File: src/rtl/sp_ram_fifo_ctrl_pkg.sv
// Shared width helpers for the sp_ram FIFO controller slice.
package sp_ram_fifo_ctrl_pkg;

  // Counter width able to hold 0..depth (and the small overshoot from the output buffer).
  function automatic int unsigned cnt_width(input int unsigned depth);
    return $clog2(depth) + 1;
  endfunction

endpackage

File: src/rtl/sp_ram_fifo_ctrl_obuf2.sv
// Two-entry register FIFO holding prefetched RAM words for the downstream port.
module sp_ram_fifo_ctrl_obuf2 #(
  parameter int unsigned DATA_WIDTH = 128
) (
  input  logic                  clk,
  input  logic                  rst_n,
  input  logic                  push,
  input  logic [DATA_WIDTH-1:0] push_data,
  input  logic                  pop,
  output logic [1:0]            count,
  output logic                  valid,
  output logic [DATA_WIDTH-1:0] head
);

  logic [DATA_WIDTH-1:0] slot0;
  logic [DATA_WIDTH-1:0] slot1;
  logic                  push_ok;
  logic                  pop_ok;

  // Qualify pop by occupancy; a push into a full buffer only lands if a pop frees a slot.
  always_comb begin
    pop_ok  = pop && (count != 2'd0);
    push_ok = push && ((count != 2'd2) || pop_ok);
    valid   = (count != 2'd0);
    head    = slot0;
  end

  // Slot 0 is always the head; pops shift slot 1 forward.
  always_ff @(posedge clk or negedge rst_n) begin
    if (!rst_n) begin
      slot0 <= '0;
      slot1 <= '0;
      count <= '0;
    end else begin
      case ({push_ok, pop_ok})
        2'b10: begin
          if (count == 2'd0) slot0 <= push_data;
          else               slot1 <= push_data;
          count <= count + 2'd1;
        end
        2'b01: begin
          slot0 <= slot1;
          count <= count - 2'd1;
        end
        2'b11: begin
          if (count == 2'd1) begin
            slot0 <= push_data;
          end else begin
            slot0 <= slot1;
            slot1 <= push_data;
          end
        end
        default: ;
      endcase
    end
  end

  a_no_overflow: assert property (@(posedge clk) disable iff (!rst_n)
    !(push && !push_ok));

endmodule

File: src/rtl/sp_ram_fifo_ctrl.sv
// Valid/ready FIFO controller driving an external single-port RAM, with a
// two-word prefetch buffer on the output side.
module sp_ram_fifo_ctrl
  import sp_ram_fifo_ctrl_pkg::*;
#(
  parameter  int unsigned NUMBER_OF_LINES = 8192,
  parameter  int unsigned DATA_WIDTH      = 128,
  localparam int unsigned CNT_W           = cnt_width(NUMBER_OF_LINES),
  localparam int unsigned AW              = $clog2(NUMBER_OF_LINES)
) (
  input  logic                  clk,
  input  logic                  rst_n,
  input  logic                  in_valid,
  output logic                  in_ready,
  input  logic [DATA_WIDTH-1:0] in_data,
  output logic                  out_valid,
  input  logic                  out_ready,
  output logic [DATA_WIDTH-1:0] out_data,
  output logic [CNT_W-1:0]      fill_level,
  output logic                  ram_cs,
  output logic                  ram_w_en,
  output logic [AW-1:0]         ram_addr,
  output logic [DATA_WIDTH-1:0] ram_wr_data,
  input  logic [DATA_WIDTH-1:0] ram_rd_data,
  input  logic                  ram_mem_valid
);

  localparam logic [CNT_W-1:0] DEPTH = CNT_W'(NUMBER_OF_LINES);

  logic [AW-1:0]    wr_ptr;
  logic [AW-1:0]    rd_ptr;
  logic [CNT_W-1:0] ram_used;
  logic             inflight;
  logic             post_rst;
  logic [1:0]       obuf_cnt;
  logic [1:0]       pend;
  logic             rd_pref;
  logic             wr_go;
  logic             rd_go;

  // Arbitration: a read is forced only when nothing is buffered or in flight;
  // otherwise writes win and prefetch uses the idle-write cycles.
  always_comb begin
    pend        = obuf_cnt + {1'b0, inflight};
    rd_pref     = (pend == 2'd0) && (ram_used != '0);
    in_ready    = (ram_used < DEPTH) && !rd_pref;
    wr_go       = in_valid && in_ready;
    rd_go       = rd_pref || ((ram_used != '0) && (pend < 2'd2) && !wr_go);
    ram_cs      = wr_go || rd_go;
    ram_w_en    = wr_go;
    ram_addr    = wr_go ? wr_ptr : rd_ptr;
    ram_wr_data = in_data;
    fill_level  = ram_used + CNT_W'(inflight) + CNT_W'(obuf_cnt);
  end

  // Pointers, RAM occupancy and the read-in-flight flag.
  always_ff @(posedge clk or negedge rst_n) begin
    if (!rst_n) begin
      wr_ptr   <= '0;
      rd_ptr   <= '0;
      ram_used <= '0;
      inflight <= 1'b0;
      post_rst <= 1'b0;
    end else begin
      if (wr_go) wr_ptr <= wr_ptr + AW'(1);
      if (rd_go) rd_ptr <= rd_ptr + AW'(1);
      if (wr_go)      ram_used <= ram_used + CNT_W'(1);
      else if (rd_go) ram_used <= ram_used - CNT_W'(1);
      inflight <= rd_go;
      post_rst <= 1'b1;
    end
  end

  // Capture is keyed on inflight alone so a stale RAM strobe after reset is dropped.
  sp_ram_fifo_ctrl_obuf2 #(
    .DATA_WIDTH(DATA_WIDTH)
  ) u_obuf2 (
    .clk       (clk),
    .rst_n     (rst_n),
    .push      (inflight),
    .push_data (ram_rd_data),
    .pop       (out_ready),
    .count     (obuf_cnt),
    .valid     (out_valid),
    .head      (out_data)
  );

  // The first edge after reset may still see a strobe from a read issued before reset.
  a_mem_valid: assert property (@(posedge clk) disable iff (!rst_n)
    post_rst |-> (ram_mem_valid == inflight));

  a_excl: assert property (@(posedge clk) disable iff (!rst_n) !(wr_go && rd_go));

endmodule

File: config.mk
export PLATFORM = sky130hd
export DESIGN_NAME = sp_ram_fifo_ctrl
export DESIGN_NICKNAME = d
export VERILOG_FILES = /design/src/rtl/sp_ram_fifo_ctrl_pkg.sv /design/src/rtl/sp_ram_fifo_ctrl_obuf2.sv /design/src/rtl/sp_ram_fifo_ctrl.sv
export SDC_FILE = /design/constraint.sdc
export NUM_CORES = 1
export LEC_CHECK = 0
export BUFFER_PORTS_ARGS = -buffer_cell sky130_fd_sc_hd__buf_2
export CAP_MARGIN = 15
export CORE_MARGIN = 4
export CORE_UTILIZATION = 30
export CTS_CLUSTER_SIZE = 20
export DETAILED_ROUTE_END_ITERATION = 16
export MAX_ROUTING_LAYER = met4
export PLACE_DENSITY = 0.65
export SLEW_MARGIN = 20
export SYNTH_ARGS = -nofsm -noshare
export SYNTH_HDL_FRONTEND = slang
export SYNTH_SLANG_ARGS = --single-unit
File: constraint.sdc
create_clock -name clk -period 3.8 [get_ports clk]
set_input_delay 0 -clock clk [delete_from_list [all_inputs] [get_ports clk]]
set_output_delay 0 -clock clk [all_outputs]
set_load 0.05 [all_outputs]
==> metrics.txt <==
status completed; GRT Residual Overflow 0; synth top area cells dfrtp_1 (52%), mux2_2 (10%), mux2i_1 (9.0%), buf_4 (6.7%), a21oi_1 (4.7%); Final Setup Violations 0; Hold Path Class input port to output pin; PD cells 1078 nW/µm²; CTS root buffer clkbuf_16; top_reg_cell synth dfrtp_1; EDFF count, synth 0; clock latency on the worst-skew pair 0.52 ns; sequential fraction of the synthesis area a little over half; RSZ-0062 raised after global routing no; Longest Clk Path Bufs 3; crit share post-route between 90 and 100%; Cell variety after synth 44; Clock Pin Slew Worst Setup and Hold Paths around 0.060 ns; top-count cell post-synth dfrtp_1; Startpoint Class flop; Post-CTS Hold Buffers 130; Initial Util 30.64%; NetSw slightly above 9 mW; drt pass-1 iters 4; CTS tree done; FMAX 288.2 MHz; Final Skew 0.008503 ns; Synth Warn # 0; first-pass GRT wire length 57060 µm; Worst EP required 4.19 ns; Num CTS Buffers 35; row count 79; Final ANT Viol Nets 0; vias in the first global route ~11000; WP data arrival between 3 and 4 ns; worst vdd ir 1.068 mV; Final min period 3.470 ns; Final Max Slew Viols 0; #FFs+latches synth 299; gp weighted congestion 0.8051; fin cells 2195; Comb power frac 53.9%; pin count of the biggest net entering global routing 171; DRC violations left 0; Setup TNS 0 ns; endpoint kind of the worst setup timing path flop; nets ~1800; IO Port Bufs 290; post-synthesis cell area 14390 µm²; die height 227.0 µm; area delta synth->final 25.25%; Post-CTS Resized 0; placed cells 2005; via count roughly 10000; syn nets 1560; Synth top area share 52.01%; Post-CTS Repair Setup Buffers 0; Pint 10.25 mW; post-synthesis cell count 1277; actual slew at the worst max-slew pin 0.9419 ns; max-capacitance violation count 0; number of I/O pins about 550; CTS H-tree lvls 2; Reg2Reg Depth 12; Flop pwr share between 20% and 30%; core footprint 46950 µm²; # clock sinks 299; Avg Vias per Cell 4.654; fraction of layout cells with a size suffix above 1 a little under a third; DR WL/cell 16.74 µm; Worst Path Max Fanout 19; Avg Cell Area, Syn 11.26 µm²; WHS Path Cells 0; Switching Share approximately 47%; die area ~52000 µm²; Async SR Flop Fraction 100.0%; Setup Crit Path Kind flop to flop; final HPWL from detailed placement 24390 µm; clock share of power 16.5%; Iteration-0 DRC Markers ~560; area leader, netlist dfrtp_1; Tot GR Track Use 14.16%; Fillers 4532; initial antenna violation count 2; Synth top cells by count dfrtp_1 (299), nor2_1 (143), a21oi_1 (135); final hold viol count 0; Lkg Pwr 8.520 nW; overall die width 227.0 µm; Rel. slew slack ~37%; final wirelength 36750 µm
## metal layers
metal,track usage (%),vias up,wire (µm)
li1,-,4821,-
met1,16.38,4941,14940
met2,22.81,345,17370
met3,4.217,108,2693
met4,6.539,0,1738
met5,-,-,0
## worst paths after layout
check | startpoint | end | slack [ns]
max in group asynchronous | rst_n | u_obuf2.slot1[54] | 2.73
min reg2reg | wr_ptr[12] | wr_ptr[12] | 0.48
min | in_data[27] | ram_wr_data[27] | 0.00002
min in group asynchronous | rst_n | rd_ptr[12] | 0.07
max | inflight | ram_used[12] | 0.33
max reg2reg | inflight | ram_used[12] | 0.33
## worst max-delay path, stage by stage, from the launching register on
cell and delay, ns:
dfrtp_1 0.48, ha_1 0.26, xnor2_1 0.20, nand2_1 0.11, o21ai_2 0.31, clkinv_2 0.35
fa_1 0.55, nor2b_1 0.19, o31a_1 0.24, a2111oi_2 0.10, o31ai_1 0.29, xnor2_1 0.16
o21ai_0 0.10
## cells in the final DEF, fill, tap and decap left out, drive strengths merged, types with 7 or more instances in the layout
cell type / instances
buf: 310
o21ai: 22
and3: 7
dfrtp: 299
nor2: 143
clkinv: 10
nand3: 13
inv: 18
clkbuf: 46
ha: 19
a21oi: 136
nand4: 8
mux2: 129
xor2: 12
nand2: 74
xnor2: 36
dlygate4sd3: 130
mux2i: 129
## final cells by class
cell class	count	area (µm²)	share of cell area (%)
sequential	299	7482	41.53
multi-input combinational	771	5614	31.16
timing repair buffer	440	3000	16.65
clock buffer	46	979.7	5.437
tap	607	759.5	4.215
clock inverter	13	110.1	0.6111
inverter	18	68.82	0.3819
antenna	1	2.502	0.01389
## stage by stage
step | total power, mW | area, µm² | hold slack, ns | utilization (%) | setup slack, ns
finish | 19.43 | 18020 | 0.00001933 | 38.37 | 0.3297
CTS | 19.71 | 18010 | 0.0003409 | 38.37 | 0.3442
detailed placement | 16.23 | 15620 | 0.0003409 | 33.28 | 0.3725
floorplan | 14.04 | 14390 | -0.2956 | - | 0.3754
global placement | 15.91 | 15620 | 0.0003409 | 33.28 | 0.4980
global route | 20.77 | 18020 | 0.0001330 | 38.37 | 0.05866
## cells by family after synthesis
kind of cell / count (synthesis) / synth area share [%]
mux: 258 / 19.07
buf+inv: 207 / 9.194
fa+ha+maj: 22 / 2.070
flops: 299 / 52.01
xor+xnor: 48 / 2.922
simple gates: 261 / 7.854
compound gates: 182 / 6.871
## sequential cells by signal, indices dropped and copies added (netlist names)
signal and count:
u_obuf2.count 2, rd_ptr 13, wr_ptr 13, u_obuf2.head 128
ram_used 14, u_obuf2.slot1 128, inflight 1
## power by group through the flow
stage | clock, mW | sequential, mW | combinational (mW)
after floorplan | 0 | 8.00 | 6.04
after global placement | 0 | 5.69 | 10.2
after detailed placement | 0 | 5.78 | 10.5
after CTS | 3.38 | 5.75 | 10.6
after global routing | 3.50 | 5.94 | 11.3
final | 3.21 | 5.75 | 10.5
Power figures use the tool's default switching activity.
